--- src/rtl/lmsm_sequencer_pkg.sv ---
// Shared definitions for the LM/SM burst sequencer: state encodings, opcodes,
// default widths and the address incrementer.
package lmsm_sequencer_pkg;

    localparam int DEF_NREGS = 8;
    localparam int DEF_AW    = 16;

    // Opcodes the decoder uses to form start/is_load
    localparam logic [3:0] OP_LM = 4'b0110;
    localparam logic [3:0] OP_SM = 4'b0111;

    typedef enum logic [1:0] {
        IDLE = 2'd0,
        XFER = 2'd1,
        DONE = 2'd2
    } seqState_t;

    function automatic logic [15:0] incr16(input logic [15:0] a);
        return a + 16'd1;
    endfunction

endpackage

--- src/rtl/lowest_set_enc8.sv ---
// 8-to-3 priority encoder: index of the lowest set bit, with a valid flag.
module lowest_set_enc8 (
    input  logic [7:0] vec,
    output logic [2:0] idx,
    output logic       valid
);

    always_comb begin
        idx   = '0;
        valid = 1'b0;
        for (int unsigned i = 0; i < 8; i++) begin
            if (vec[i] && !valid) begin
                idx   = 3'(i);
                valid = 1'b1;
            end
        end
    end

endmodule

--- src/rtl/lmsm_sequencer.sv ---
// Memory-stage controller for load/store-multiple: one register per cycle,
// lowest index first, consecutive addresses from the latched base.
module lmsm_sequencer
    import lmsm_sequencer_pkg::*;
#(
    parameter int NREGS = DEF_NREGS,
    parameter int AW    = DEF_AW,
    parameter int IDXW  = 3
) (
    input  logic             clk,
    input  logic             reset,
    input  logic             start,
    input  logic             is_load,
    input  logic [NREGS-1:0] reg_mask,
    input  logic [AW-1:0]    base_addr,
    output logic [AW-1:0]    mem_addr,
    output logic             addr_sel,
    output logic             write_mem,
    output logic             rf_write,
    output logic [IDXW-1:0]  xfer_reg,
    output logic             stall,
    output logic             busy,
    output logic             done
);

    seqState_t        state, nextState;
    logic [NREGS-1:0] maskQ, maskNext;
    logic [AW-1:0]    addrQ;
    logic             loadQ;
    logic [IDXW-1:0]  idx;
    logic             anySet;

    lowest_set_enc8 uEnc (
        .vec   (maskQ),
        .idx   (idx),
        .valid (anySet)
    );

    always_ff @(posedge clk) begin
        if (reset) begin
            state <= IDLE;
            maskQ <= '0;
            addrQ <= '0;
            loadQ <= 1'b0;
        end else begin
            state <= nextState;
            if (state == IDLE && start) begin
                maskQ <= reg_mask;
                addrQ <= base_addr;
                loadQ <= is_load;
            end else if (state == XFER) begin
                maskQ <= maskNext;
                addrQ <= incr16(addrQ);
            end
        end
    end

    always_comb begin
        nextState = state;
        maskNext  = maskQ;
        mem_addr  = '0;
        addr_sel  = 1'b1;
        write_mem = 1'b0;
        rf_write  = 1'b0;
        xfer_reg  = '0;
        stall     = 1'b0;
        busy      = 1'b0;
        done      = 1'b0;
        unique case (state)
            IDLE: begin
                // Freeze the instruction in its own start cycle
                stall = start;
                if (start)
                    nextState = (reg_mask != '0) ? XFER : DONE;
            end
            XFER: begin
                addr_sel       = 1'b0;
                busy           = 1'b1;
                stall          = 1'b1;
                xfer_reg       = idx;
                mem_addr       = addrQ;
                rf_write       = loadQ & anySet;
                write_mem      = ~loadQ & anySet;
                maskNext[idx]  = 1'b0;
                nextState      = (maskNext == '0) ? DONE : XFER;
            end
            DONE: begin
                done      = 1'b1;
                nextState = IDLE;
            end
            default: nextState = IDLE;
        endcase
    end

endmodule

--- config.mk ---
export PLATFORM = sky130hd
export DESIGN_NAME = lmsm_sequencer
export DESIGN_NICKNAME = d
export VERILOG_FILES = /design/src/rtl/lmsm_sequencer_pkg.sv /design/src/rtl/lowest_set_enc8.sv /design/src/rtl/lmsm_sequencer.sv
export SDC_FILE = /design/constraint.sdc
export NUM_CORES = 1
export LEC_CHECK = 0
export BUFFER_PORTS_ARGS = -buffer_cell sky130_fd_sc_hd__clkbuf_2
export CORE_ASPECT_RATIO = 1.25
export CORE_UTILIZATION = 48
export CTS_BUF_LIST = sky130_fd_sc_hd__clkbuf_8
export DETAILED_ROUTE_END_ITERATION = 8
export PLACE_DENSITY = 0.79
export SLEW_MARGIN = 20
export SYNTH_ARGS = -nofsm -noshare
export SYNTH_HDL_FRONTEND = slang
export SYNTH_SLANG_ARGS = --single-unit
--- constraint.sdc ---
create_clock -name clk -period 1.7 [get_ports clk]
set_clock_uncertainty 0.2 [all_clocks]
set_input_delay 0.17 -clock clk [delete_from_list [all_inputs] [get_ports clk]]
set_output_delay 0.17 -clock clk [all_outputs]
set_load 0.02 [all_outputs]
==> results.yml, run 1 <==
placement:
  dp.cells: 327
  place_hpwl_mm: 3.60
  io_buffers: 52
  gp_congestion: 0.894
sta:
  worst-ep-kind: "output port"
  grt-worst-endpoint: "xfer_reg[0]"
die:
  die_h_um: 68.2
  die_w_um: 54.9
  row_count: 23
  start_util_pct: 51.2
  io-pin-count: 53
synthesis:
  synth_edf_count: 0
  postSynth.asyncResetShare_pct: 0
  syn-num-nets: 244
  avgSynthCellArea_um2: 7.82
  synth_cells: 215
  synth_seq_cells: 27
  syn_area_um2: 1680
  yosysWarnings: 0
  yosysSeqAreaShare_pct: 32.2
  dominantRegCellSynth: "dfxtp_1"
  synth_cell_types: 47
status:
  status: "stopped before the end"
  error_message: "[ERROR GRT-0232] Routing congestion too high. Check the congestion heatmap in the GUI."
  failed_stage: "global routing (5_1_grt)"
cts:
  cts.htree.levels: 1
  clk_path_buf_depth: 2
  cts.sinks: 27
  cts-root-buf: "clkbuf_8"
  cts_buffers: 3
grt:
  overflow: 57
  grt_max_degree: 19
  grt_usage_pct: 75.6
## kinds of logic after synthesis
logic type | Yosys count | share of synthesized area [%]
AOI/OAI and AO/OA | 65 | 25.2
xor gates and xnor gates | 4 | 2.09
buffers and inverters | 17 | 6.11
DFF | 27 | 32.2
muxes | 1 | 0.596
adders and majority gates | 1 | 0.744
and+or+nand+nor | 100 | 33.1
## synth_stat cells, drive strengths merged (4+ instances only)
cell | instances | area [µm²]
buf | 6 | 61.3
nand3 | 6 | 30.0
a21oi | 23 | 115
nand2b | 5 | 31.3
nand2 | 21 | 78.8
nor4 | 4 | 25.0
nand4 | 5 | 46.3
o21ai | 9 | 45.0
dfxtp | 27 | 541
nor3 | 7 | 35.0
clkbuf | 8 | 30.0
or4 | 5 | 37.5
and2 | 18 | 115
nor2 | 18 | 67.6
a211oi | 7 | 52.6
## timing repair
action	CTS
endpoints found under the hold margin	22
pin swaps	21
resized for setup	65
setup endpoints to repair	25
setup buffers	17
hold buffers	22
cloned	1
## metal layers
layer / track usage, % / GRT overflow
met4: 87.5 / 17
met2: 97.0 / 39
met3: 49.3 / 0
met5: 5.00 / 0
met1: 73.0 / 1
## through the flow
step | worst slack [ns] | area, µm²
3_3_place_gp | -0.0504 | 2250
3_5_place_dp | -0.0922 | 2250
4_1_cts | -0.302 | 2900
2_1_floorplan | -0.00690 | 1750
==> run 2, diff against run 1 <==
Settings changed: CORE_ASPECT_RATIO 1.25 to default, CORE_UTILIZATION 48 to 33, CTS_BUF_LIST sky130_fd_sc_hd__clkbuf_8 to default, PLACE_DENSITY 0.79 to default, PLACE_DENSITY_LB_ADDON from default to 0.15.
Clock period 1.7 ns to 2.2 ns, I/O delays scaled along.
==> run 2 against run 1 <==
  * The run now ends clean
  * Synthesized cell count is the same
  * Area after synthesis is the same
==> results.yml, run 2 <==
cts:
  post_cts.repair.setup_buffers: 0
  clk_path_buf_depth: 2
  cts.sinks: 27
  clkTransAtPathRegs_ns: 0.10
  clkLatencyLatePin_ns: 0.28
  cts.htree.levels: 1
  cts_buffers: 3
  cts_tree: "yes"
  cts-root-buf: "clkbuf_8"
critical_path:
  cpMaxStageDelayCell: "or4_4"
  critPathBufInv: 1
  max_stage_delay_ns: 0.56
  setup.worst_path.end_class: "primary output"
  path_cells: "or4_4 > a211oi_1 > clkbuf_2"
  critPathMaxFanout: 7
  worstPathRequired_ns: 1.78
  arrival_ns: 1.69
  critical_path_class: "reg2out"
  cp-start-kind: "flop"
  crit_family: "simple AND/OR/NAND/NOR gates"
finish:
  layout_commonest_cell: "clkbuf_2"
  nets: 310
  largest_reg_flops: 16
  final_cell_mix: "clkbuf_2 (51), dfxtp_1 (24), a21oi_1 (23), nand2_1 (21), nor2_1 (18)"
  syn_to_final_growth_pct: 31.5
  reg.largest.list: "addrQ (16), maskQ (8), state (2)"
  diodes: 0
  regMostFlops: "addrQ"
  drive_gt1_share_pct: 27.5
pwr:
  ir_worst_vdd_uv: 209
  pwr-share-seq_pct: 45.7
  power_uw: 1300
  power_density_nw_per_um2: 589
  swShare_pct: 35.2
  p_switching_uw: 458
  p_leak_uw: 0.000908
  pwr-share-clk_pct: 23.0
  pwr-share-comb_pct: 31.2
  internal-power_uw: 843
synthesis:
  yosysMostFrequentCell: "dfxtp_1"
  synth_seq_cells: 27
  synth_cell_types: 47
  dominantRegCellSynth: "dfxtp_1"
  postSynth.asyncResetShare_pct: 0
  syn-num-nets: 244
  synth_area_leaders: "dfxtp_1 (32%), a21oi_1 (6.9%), and2_1 (6.0%), nand2_1 (4.7%), nor2_1 (4.0%)"
  yosysTopAreaCell: "dfxtp_1"
  yosysSeqAreaShare_pct: 32.2
  synth_edf_count: 0
  synth_top_area_share_pct: 32.2
  avgSynthCellArea_um2: 7.82
  syn_area_um2: 1680
  synth_cells: 215
  yosys-top-cells-count: "dfxtp_1 (27), a21oi_1 (23), nand2_1 (21)"
  yosysWarnings: 0
die:
  row_count: 25
  die_area_um2: 5380
  die_h_um: 73.4
  start_util_pct: 34.9
  die_w_um: 73.4
  io-pin-count: 53
  core-area_um2: 4820
flow_run:
  drv_cap: 0
detailed_routing:
  drc: 0
  drtAntennaViolNets: 0
  vias_per_cell: 5.14
  dr_total_vias: 1782
  drt-total-wl_mm: 4.57
  post_drt_wl_per_cell_um: 13.2
  first_pass_iters: 4
  drtIter0Drc: 85
sta:
  finalCriticalPeriod_ns: 2.11
  finalHoldViolCount: 0
  rsz0062_at_grt: "true"
  setup_violations: 0
  fmax_mhz: 475
  finalCritPeriodShare_pct: 95.7
  max_slew_margin_pct: 62.5
  slew_viol_final: 0
  setup_ws_ns: 0.0947
  tightest_slew_ns: 0.558
grt:
  overflow: 0
  antenna_found_initial: 0
  grt_max_degree: 21
  grt_usage_pct: 18.1
  grt_pass1_vias: 1656
  grt_pass1_wl_mm: 7.60
placement:
  dpl_worst_slack_ns: 0.232
  gp_congestion: 0.828
  place_hpwl_mm: 3.22
  io_buffers: 52
status:
  status: "finished, final reports clean"
worst_hold_path:
  min_path_type: "in2reg"
-- run 2: cell counts after synthesis --
No cell type changed its count.
-- run 2: kinds of logic after synthesis --
group	share of synthesized area (%)
xor gates and xnor gates	2.09
adders and majority gates	0.744
buffers and inverters	6.11
AOI/OAI and AO/OA	25.2
DFF	32.2
muxes	0.596
and+or+nand+nor	33.1
-- run 2: area by class of cell --
type                            count  area (µm²)
Fill cell                         526        2610
Multi-Input combinational cell    171        1050
Sequential cell                    27         547
Timing Repair Buffer               75         470
Tap cell                           67        83.8
Clock buffer                        3        41.3
Inverter                            3        11.3
Clock inverter                      1        7.51
-- run 2: path summary, 6_finish.rpt --
kind / startpoint / end / slack, ns / depth (start not counted)
setup / recovery: maskQ[1] / xfer_reg[2] / 0.09 / 3
hold / removal: base_addr[15] / addrQ[15] / 0.01 / 3
setup reg to reg: addrQ[2] / addrQ[15] / 0.21 / 4
hold reg to reg: loadQ / loadQ / 0.28 / 2
-- run 2: worst min-delay path: stages --
cell and delay, ns:
clkbuf_2 0.08, nor2_1 0.09, a311oi_1 0.05
-- run 2: routing by layer --
metal	wire (µm)	share of wire [%]	global-route usage [%]	vias up
li1	-	-	-	929
met1	2410	53	24.8	811
met5	0	0	0	-
met3	159	3.5	2.47	5
met4	59	1.3	5.77	0
met2	1940	42	29.4	37
-- run 2: power by group through the flow --
stage               logic, µW  registers (µW)  clock network (µW)
finish                    406             595                 300
global route              451             605                 335
global placement          384             603                   0
CTS                       403             594                 315
floorplan                 268             589                   0
detailed placement        379             605                   0
-- run 2: repair_timing --
item | in CTS | in global routing
hold endpoints to repair | 14 | 0
gates resized for setup | 4 | 5
endpoints found under the setup margin | 2 | 18
hold buffers | 14 | 0
pin swaps | 0 | 1
-- run 2: per-stage QoR --
step	utilization, %	hold slack (ns)	setup TNS (ns)	instance area, µm²	std cells
detailed placement	41.5	0.250	0	2000	329
finish	45.9	0.0114	0	2210	347
CTS	45.6	0.00660	0	2200	347
floorplan	-	0.156	0	1680	215
global placement	41.5	0.246	0	2000	329
global route	45.9	0.00503	-0.00163	2210	347
Power figures use the tool's default switching activity.
